<file path="config.mk">
export PLATFORM = sky130hd
export DESIGN_NAME = muldiv_sequencer
export DESIGN_NICKNAME = d
export VERILOG_FILES = /design/src/rtl/muldiv_sequencer.sv
export SDC_FILE = /design/constraint.sdc
export NUM_CORES = 1
export LEC_CHECK = 0
export CORE_MARGIN = 2
export CORE_UTILIZATION = 50
export CTS_CLUSTER_SIZE = 40
export DETAILED_ROUTE_END_ITERATION = 6
export PLACE_DENSITY = 0.75
export SLEW_MARGIN = 20
export SYNTH_ARGS = -nofsm -noshare
export SYNTH_HDL_FRONTEND = slang
export SYNTH_SLANG_ARGS = --single-unit
</file>
<file path="constraint.sdc">
create_clock -name clk -period 4.3 [get_ports clk]
set_clock_uncertainty 0.15 [all_clocks]
set_input_delay 0.86 -clock clk [delete_from_list [all_inputs] [get_ports clk]]
set_output_delay 0.86 -clock clk [all_outputs]
set_load 0.05 [all_outputs]
</file>
<file path="src/rtl/muldiv_sequencer.sv">
// muldiv_sequencer: iterative RV32M multiply/divide unit with pipeline stall and done pulse
module muldiv_sequencer #(
  parameter int DATA_WIDTH = 32
) (
  input  logic                  clk,
  input  logic                  rst,
  input  logic                  start_i,
  input  logic [2:0]            op_i,
  input  logic [DATA_WIDTH-1:0] srcA_i,
  input  logic [DATA_WIDTH-1:0] srcB_i,
  input  logic                  flush_i,
  output logic                  busy_o,
  output logic                  done_o,
  output logic [DATA_WIDTH-1:0] result_o
);
  typedef enum logic [1:0] {IDLE, CALC, FIX, DONE} state_t;
  state_t state;
  logic [5:0] cnt;
  logic [2:0] op_q;
  logic [31:0] a_q, b_q;
  logic neg_q, neg_r;
  logic [63:0] acc;
  logic a_neg, b_neg, div_zero, div_ovf;
  logic [31:0] a_mag, b_mag, special_res;
  logic [32:0] mul_sum;
  logic [33:0] trial;
  logic [63:0] mul_next, div_next, prod;
  logic [31:0] quo, rem, fix_res;
  // operand sign handling and special-case detection for the op offered in IDLE
  always_comb begin
    a_neg = srcA_i[31] & (op_i[2] ? !op_i[0] : op_i[1:0] != 2'b11);
    b_neg = srcB_i[31] & (op_i == 3'b001 || op_i == 3'b100 || op_i == 3'b110);
    a_mag = a_neg ? -srcA_i : srcA_i;
    b_mag = b_neg ? -srcB_i : srcB_i;
    div_zero = op_i[2] && srcB_i == 32'h0;
    div_ovf = op_i[2] && !op_i[0] && srcA_i == 32'h8000_0000 && srcB_i == 32'hFFFF_FFFF;
    special_res = div_zero ? (op_i[1] ? srcA_i : 32'hFFFF_FFFF) : (op_i[1] ? 32'h0 : 32'h8000_0000);
  end
  // one shift-add multiply step or one restoring-divide step on the shared accumulator
  always_comb begin
    mul_sum = {1'b0, acc[63:32]} + (acc[0] ? {1'b0, a_q} : 33'h0);
    mul_next = {mul_sum, acc[31:1]};
    trial = {1'b0, acc[63:31]} - {2'b00, b_q};
    div_next = trial[33] ? {acc[62:0], 1'b0} : {trial[31:0], acc[30:0], 1'b1};
  end
  // sign correction and result selection applied in FIX
  always_comb begin
    prod = neg_q ? -acc : acc;
    quo = neg_q ? -acc[31:0] : acc[31:0];
    rem = neg_r ? -acc[63:32] : acc[63:32];
    fix_res = op_q == 3'b000 ? prod[31:0] : !op_q[2] ? prod[63:32] : op_q[1] ? rem : quo;
  end
  assign busy_o = (state == IDLE && start_i && !flush_i) || state == CALC || state == FIX;
  // sequencer: accept, iterate 32 times, fix up, pulse done; flush aborts from any state
  always_ff @(posedge clk) begin
    if (rst) begin
      state <= IDLE;
      cnt <= 6'd0;
      op_q <= 3'd0;
      a_q <= 32'h0;
      b_q <= 32'h0;
      neg_q <= 1'b0;
      neg_r <= 1'b0;
      acc <= 64'h0;
      result_o <= '0;
      done_o <= 1'b0;
    end else if (flush_i) begin
      state <= IDLE;
      done_o <= 1'b0;
    end else begin
      case (state)
        IDLE: begin
          done_o <= 1'b0;
          if (start_i) begin
            op_q <= op_i;
            a_q <= a_mag;
            b_q <= b_mag;
            neg_q <= a_neg ^ b_neg;
            neg_r <= a_neg;
            acc <= {32'h0, op_i[2] ? a_mag : b_mag};
            cnt <= 6'd0;
            if (div_zero || div_ovf) begin
              result_o <= special_res;
              done_o <= 1'b1;
              state <= DONE;
            end else begin
              state <= CALC;
            end
          end
        end
        CALC: begin
          acc <= op_q[2] ? div_next : mul_next;
          cnt <= cnt + 6'd1;
          state <= cnt == 6'd31 ? FIX : CALC;
        end
        FIX: begin
          result_o <= fix_res;
          done_o <= 1'b1;
          state <= DONE;
        end
        DONE: begin
          done_o <= 1'b0;
          state <= IDLE;
        end
      endcase
    end
  end
endmodule

</file>
# == Word level (Yosys, flattened, before mapping) ==
# Cells that the tools add are included.
# word_totals
in_bits,71
word_cells,87
output_inout_bits,34
register_bits,174
# op_classes
n_bitwise,4
n_eq_ne,12
n_addsub,8
mux,30
n_reduce_logical,23
# ops
cell,count
2-to-1 mux 32 bit,14
2-to-1 mux 64 bit,4
negator 32 bit,4
case mux 64 bit (2 select lines),1
equality test 32 bit (second input constant),2
negator 64 bit,1
case mux 32 bit (2 select lines),1
subtractor 33 x 32 -> 34 bit,1
adder 32 x 32 -> 33 bit,1
logical NOT 32 bit,1
case mux 6 bit (2 select lines),1
case mux 2 bit (4 select lines),1
adder 6 x 1 -> 6 bit (second input constant),1
equality test 3 bit (second input constant),2
equality test 6 x 5 -> 1 bit (second input constant),1
logical AND 1 bit,6
2-to-1 mux 2 bit,3
2-to-1 mux 6 bit,1
AND reduction 3 bit,2
logical OR 1 bit,5
equality test 2 bit (second input constant),2
!= test 2 bit (second input constant),2
AND reduction 4 bit,1
nonzero test 2 bit,2
13 further kinds,17

# == Logic depth before layout (Yosys ltp) ==
# logic_depth
word_depth,8
ltp_mapped,15
mapped_depth_nobuf,13

# == Least setup slack after synthesis ==
# No wires, ideal clock.
# synth_path
kind,input -> register
from,in srcB_i[2]
to,reg result_o[31]
setup_ns,0.096
cell_stages,10
setup_slack_ns,0.629
arrival_ns,3.426
t_required_ns,4.054
path_buffers,2
cell_sequence,or4_1 nor4_2 nand2_1 nor3_2 o21bai_1 a21oi_1 or3_1 clkbuf_1 clkbuf_1 o41ai_2
# synth_between
elab_chain_cells,6
elab_cells_between_ends,11
classes_between,eq/ne (2); mux (4); reduce/logical (5)
# synth_lines
element,line,text
from (decl),10,"input logic [DATA_WIDTH-1:0] srcB_i,"
logical NOT 32 bit,35,div_zero = op_i[2] && srcB_i == 32'h0;
logical AND 1 bit,35,
2-to-1 mux 32 bit,37,special_res = div_zero ? (op_i[1] ? srcA_i : 32'hFFFF_FFFF) : (op_i[1] ? 32'h0 : 32'h8000_0000);
2-to-1 mux 32 bit,82,if (div_zero || div_ovf) begin
2-to-1 mux 32 bit,74,if (start_i) begin
case mux 32 bit (2 select lines),71,case (state)
to (signal assigned),83,result_o <= special_res;
to (signal assigned),97,result_o <= fix_res;
to (decl),14,output logic [DATA_WIDTH-1:0] result_o
# Several ways; a longest one is shown, not always the timed one. The select of a mux whose other input is x is not followed.
# A chain may end at the register's enable or synchronous reset.

# == Final worst setup path ==
# layout_path
from,reg acc[7]
to,reg result_o[13]
# layout_between
elab_chain_cells,6
elab_cells_between_ends,8
classes_between,add/sub (2); mux (6)
# layout_lines
element,line,text
from (decl),22,logic [63:0] acc;
from (signal assigned),80,"acc <= {32'h0, op_i[2] ? a_mag : b_mag};"
from (signal assigned),92,acc <= op_q[2] ? div_next : mul_next;
negator 32 bit,49,quo = neg_q ? -acc[31:0] : acc[31:0];
2-to-1 mux 32 bit,49,
2-to-1 mux 32 bit (2 in series),51,fix_res = op_q == 3'b000 ? prod[31:0] : !op_q[2] ? prod[63:32] : op_q[1] ? rem : quo;
2-to-1 mux 32 bit *,51,
case mux 32 bit (2 select lines) *,71,
# Every way passes the cells marked *; elsewhere a longest branch is shown, timed or not.

==> flow_summary.ini <==
[critical_path]
endpoint_kind = flip-flop
cp-start-kind = flip-flop
crit_path_max_fanout = 14
rr_worst_depth = 8
crit_required_ps = 4460
critPathArrivalTime_ps = 4270
crit_type = flip-flop to flip-flop

[layout]
final_util = 0.588
antenna_cells_inserted = 0
layoutNonFillerInstCount = 2629
drive_gt1_frac = 0.0869
nFillCells = 2837
multi_input_area_mm2 = 0.0112
syn2layout_area_growth_pct = 15.1
nNetsFinal = 2363
seq_area_mm2 = 0.00349

[sta]
hold_ws_ps = 319
fin_crit_ps = 4120
worst_slack_ps = 182
slew-limit-headroom = 0.275
drv_slew = 0
setup_tns_ps = 0
hold_viol = 0
post-route-period-util = 0.958
setup-violations-final = 0
worst_pin_slew_ps = 1080
rsz0062_at_grt = no
fmax_ghz = 0.243

[hold_path]
min-delay-path-class = flip-flop to flip-flop
holdPathStages = 2

[synthesis]
synth.top_cell.area_share = 0.223
synth_most_common_cell = nor2_1
yosysWarnings = 0
syn_nets = 2303
yosysTopAreaCell = dfxtp_1
synth_area_leaders = dfxtp_1 22%, o21ai_0 5.9%, nor2_1 5.6%
yosys-top-cells-count = 235 x nor2_1, 185 x o21ai_0, 174 x dfxtp_1
synthCells = 2160
syn_area_per_cell_um2 = 7.25
yosysUniqueCellTypes = 82
ys.flop_type = dfxtp_1
synth_area_mm2 = 0.0157
async_reset_ff_frac = 0
synth_edf_count = 0
ys_seq_elements = 174
seq_area_frac_synth = 0.223

[placement]
place_congestion = 1.06
dp.cells = 2597
place_ws_ps = 16.0
port_buffers = 104
dp_hpwl_mm = 50.2

[drt]
ant_nets = 0
drtIter0Drc = 2718
wl_per_cell_um = 24.7
drt_pre_antenna_iters = 6
post-route-drc-count = 0
avgViaCountPerCell = 6.80
num_vias = 17900
routed_wl_mm = 64.9

[clock_tree]
numCtsBuffers = 17
clk_path_buf_depth = 2
clk_pin_slew_worst_paths_ps = 70
clock-sinks = 174
cts_setup_buffers = 0
htree_levels = 4
ctsHoldBuffers = 0
clk-insertion-delay-late_ps = 460
cts_root_buf = clkbuf_16
cts_tree = built
cts_resized = 0

[global_route]
antenna_found_initial = 1
grt_max_degree = 85
overflow = 0
grt_pass1_wl_mm = 97.1
grt_pass1_vias = 16200
grtUsageTotal = 0.382
met3_usage = 0.0877
busiest_layer = met2
use_met1 = 0.505
globalRouteMet2Util = 0.575

[floorplanning]
io_pins = 105
die-area_mm2 = 0.0327
rows = 64
start_util = 0.510
die_w_um = 181
core_mm2 = 0.0307
die_height_um = 181

[run_status]
outcome = completed

[power]
powerDensity_mw_per_mm2 = 258
irDropWorstVdd_v = 0.000282
leakagePower_nw = 6.95

[job]
maxCapViolations = 0
## worst max-delay path, cell delays in order, from the launching register on
cell	delay [ps]
dfxtp_1	330
or4_4	570
or4_1	560
or4_1	810
or2_4	420
o21ai_0	270
xnor2_1	90
o21ai_0	570
a311oi_1	190
## registers in the layout, summed over array words and instances, names as in the netlist
signal / count
neg_r: 1
done_o: 1
state: 2
cnt: 6
op_q: 3
b_q: 32
neg_q: 1
acc: 64
a_q: 32
result_o: 32
## final timing paths
check | start | end | slack (ps)
max | acc[7] | result_o[13] | 180
min reg2reg | a_q[0] | a_q[0] | 320
min | a_q[0] | a_q[0] | 320
max reg2reg | acc[7] | result_o[13] | 180
## through the flow
step                power (mW)  instance area, µm²
floorplan                 2.51               15700
global placement          2.99               17400
detailed placement        3.00               17400
CTS                       4.58               18000
global route              4.78               18000
finish                    4.65               18000
## kinds of logic (layout without fill, tap and decap cells)
group	Yosys count	in the layout	synth area share
xor gates and xnor gates	185	185	0.104
AOI/OAI and AO/OA	727	727	0.305
muxes	49	49	0.0320
DFF	174	174	0.223
buffers and inverters	252	325	0.0627
and+or+nand+nor	701	701	0.216
adders and majority gates	72	72	0.0585
## report_power, final
group / total, mW / switching, mW / internal (mW)
Combinational: 1.28 / 0.815 / 0.462
Sequential: 1.75 / 0.0734 / 1.68
Clock: 1.62 / 0.821 / 0.800
Total: 4.65 / 1.71 / 2.94
## cells in the final DEF (no fill, tap or decap), types with 13 or more instances in the layout
| master | netlist | layout |
|---|---|---|
| a21o_1 | 36 | 36 |
| nand2b_1 | 19 | 19 |
| o22ai_1 | 23 | 23 |
| or4_1 | 28 | 28 |
| xor2_1 | 90 | 90 |
| a22oi_1 | 13 | 13 |
| and2_1 | 39 | 39 |
| inv_1 | 78 | 78 |
| clkbuf_16 | 0 | 17 |
| nor4_1 | 20 | 18 |
| nor2_1 | 235 | 234 |
| buf_4 | 0 | 107 |
| clkdlybuf4s50_1 | 0 | 101 |
| o31ai_1 | 24 | 24 |
| a311oi_1 | 19 | 19 |
| nor2b_1 | 18 | 17 |
| o21ai_0 | 185 | 184 |
| nand2_1 | 152 | 152 |
| or2_2 | 14 | 14 |
| nand4_1 | 24 | 24 |
| mux2i_1 | 41 | 41 |
| xnor2_1 | 95 | 95 |
| nor3_1 | 71 | 70 |
| a21oi_1 | 146 | 146 |
| a31oi_1 | 29 | 29 |
| o41ai_1 | 17 | 17 |
| ha_1 | 70 | 70 |
| or3_1 | 18 | 18 |
| o211ai_1 | 30 | 30 |
| a211oi_1 | 96 | 96 |
| nand3_1 | 32 | 32 |
| dfxtp_1 | 174 | 172 |
## layer usage
layer / vias up / share of wire
met5: - / 0.00020
met3: 279 / 0.12
met1: 8345 / 0.39
met2: 1202 / 0.42
li1: 8038 / -
met4: 2 / 0.068
## area by class of cell
type / instances / area share
Multi-Input combinational cell: 1734 / 0.623
Sequential cell: 174 / 0.193
Timing Repair Buffer: 214 / 0.106
Tap cell: 396 / 0.0275
Clock buffer: 18 / 0.0244
Inverter: 79 / 0.0165
Clock inverter: 14 / 0.00903
Power figures use the tool's default switching activity.
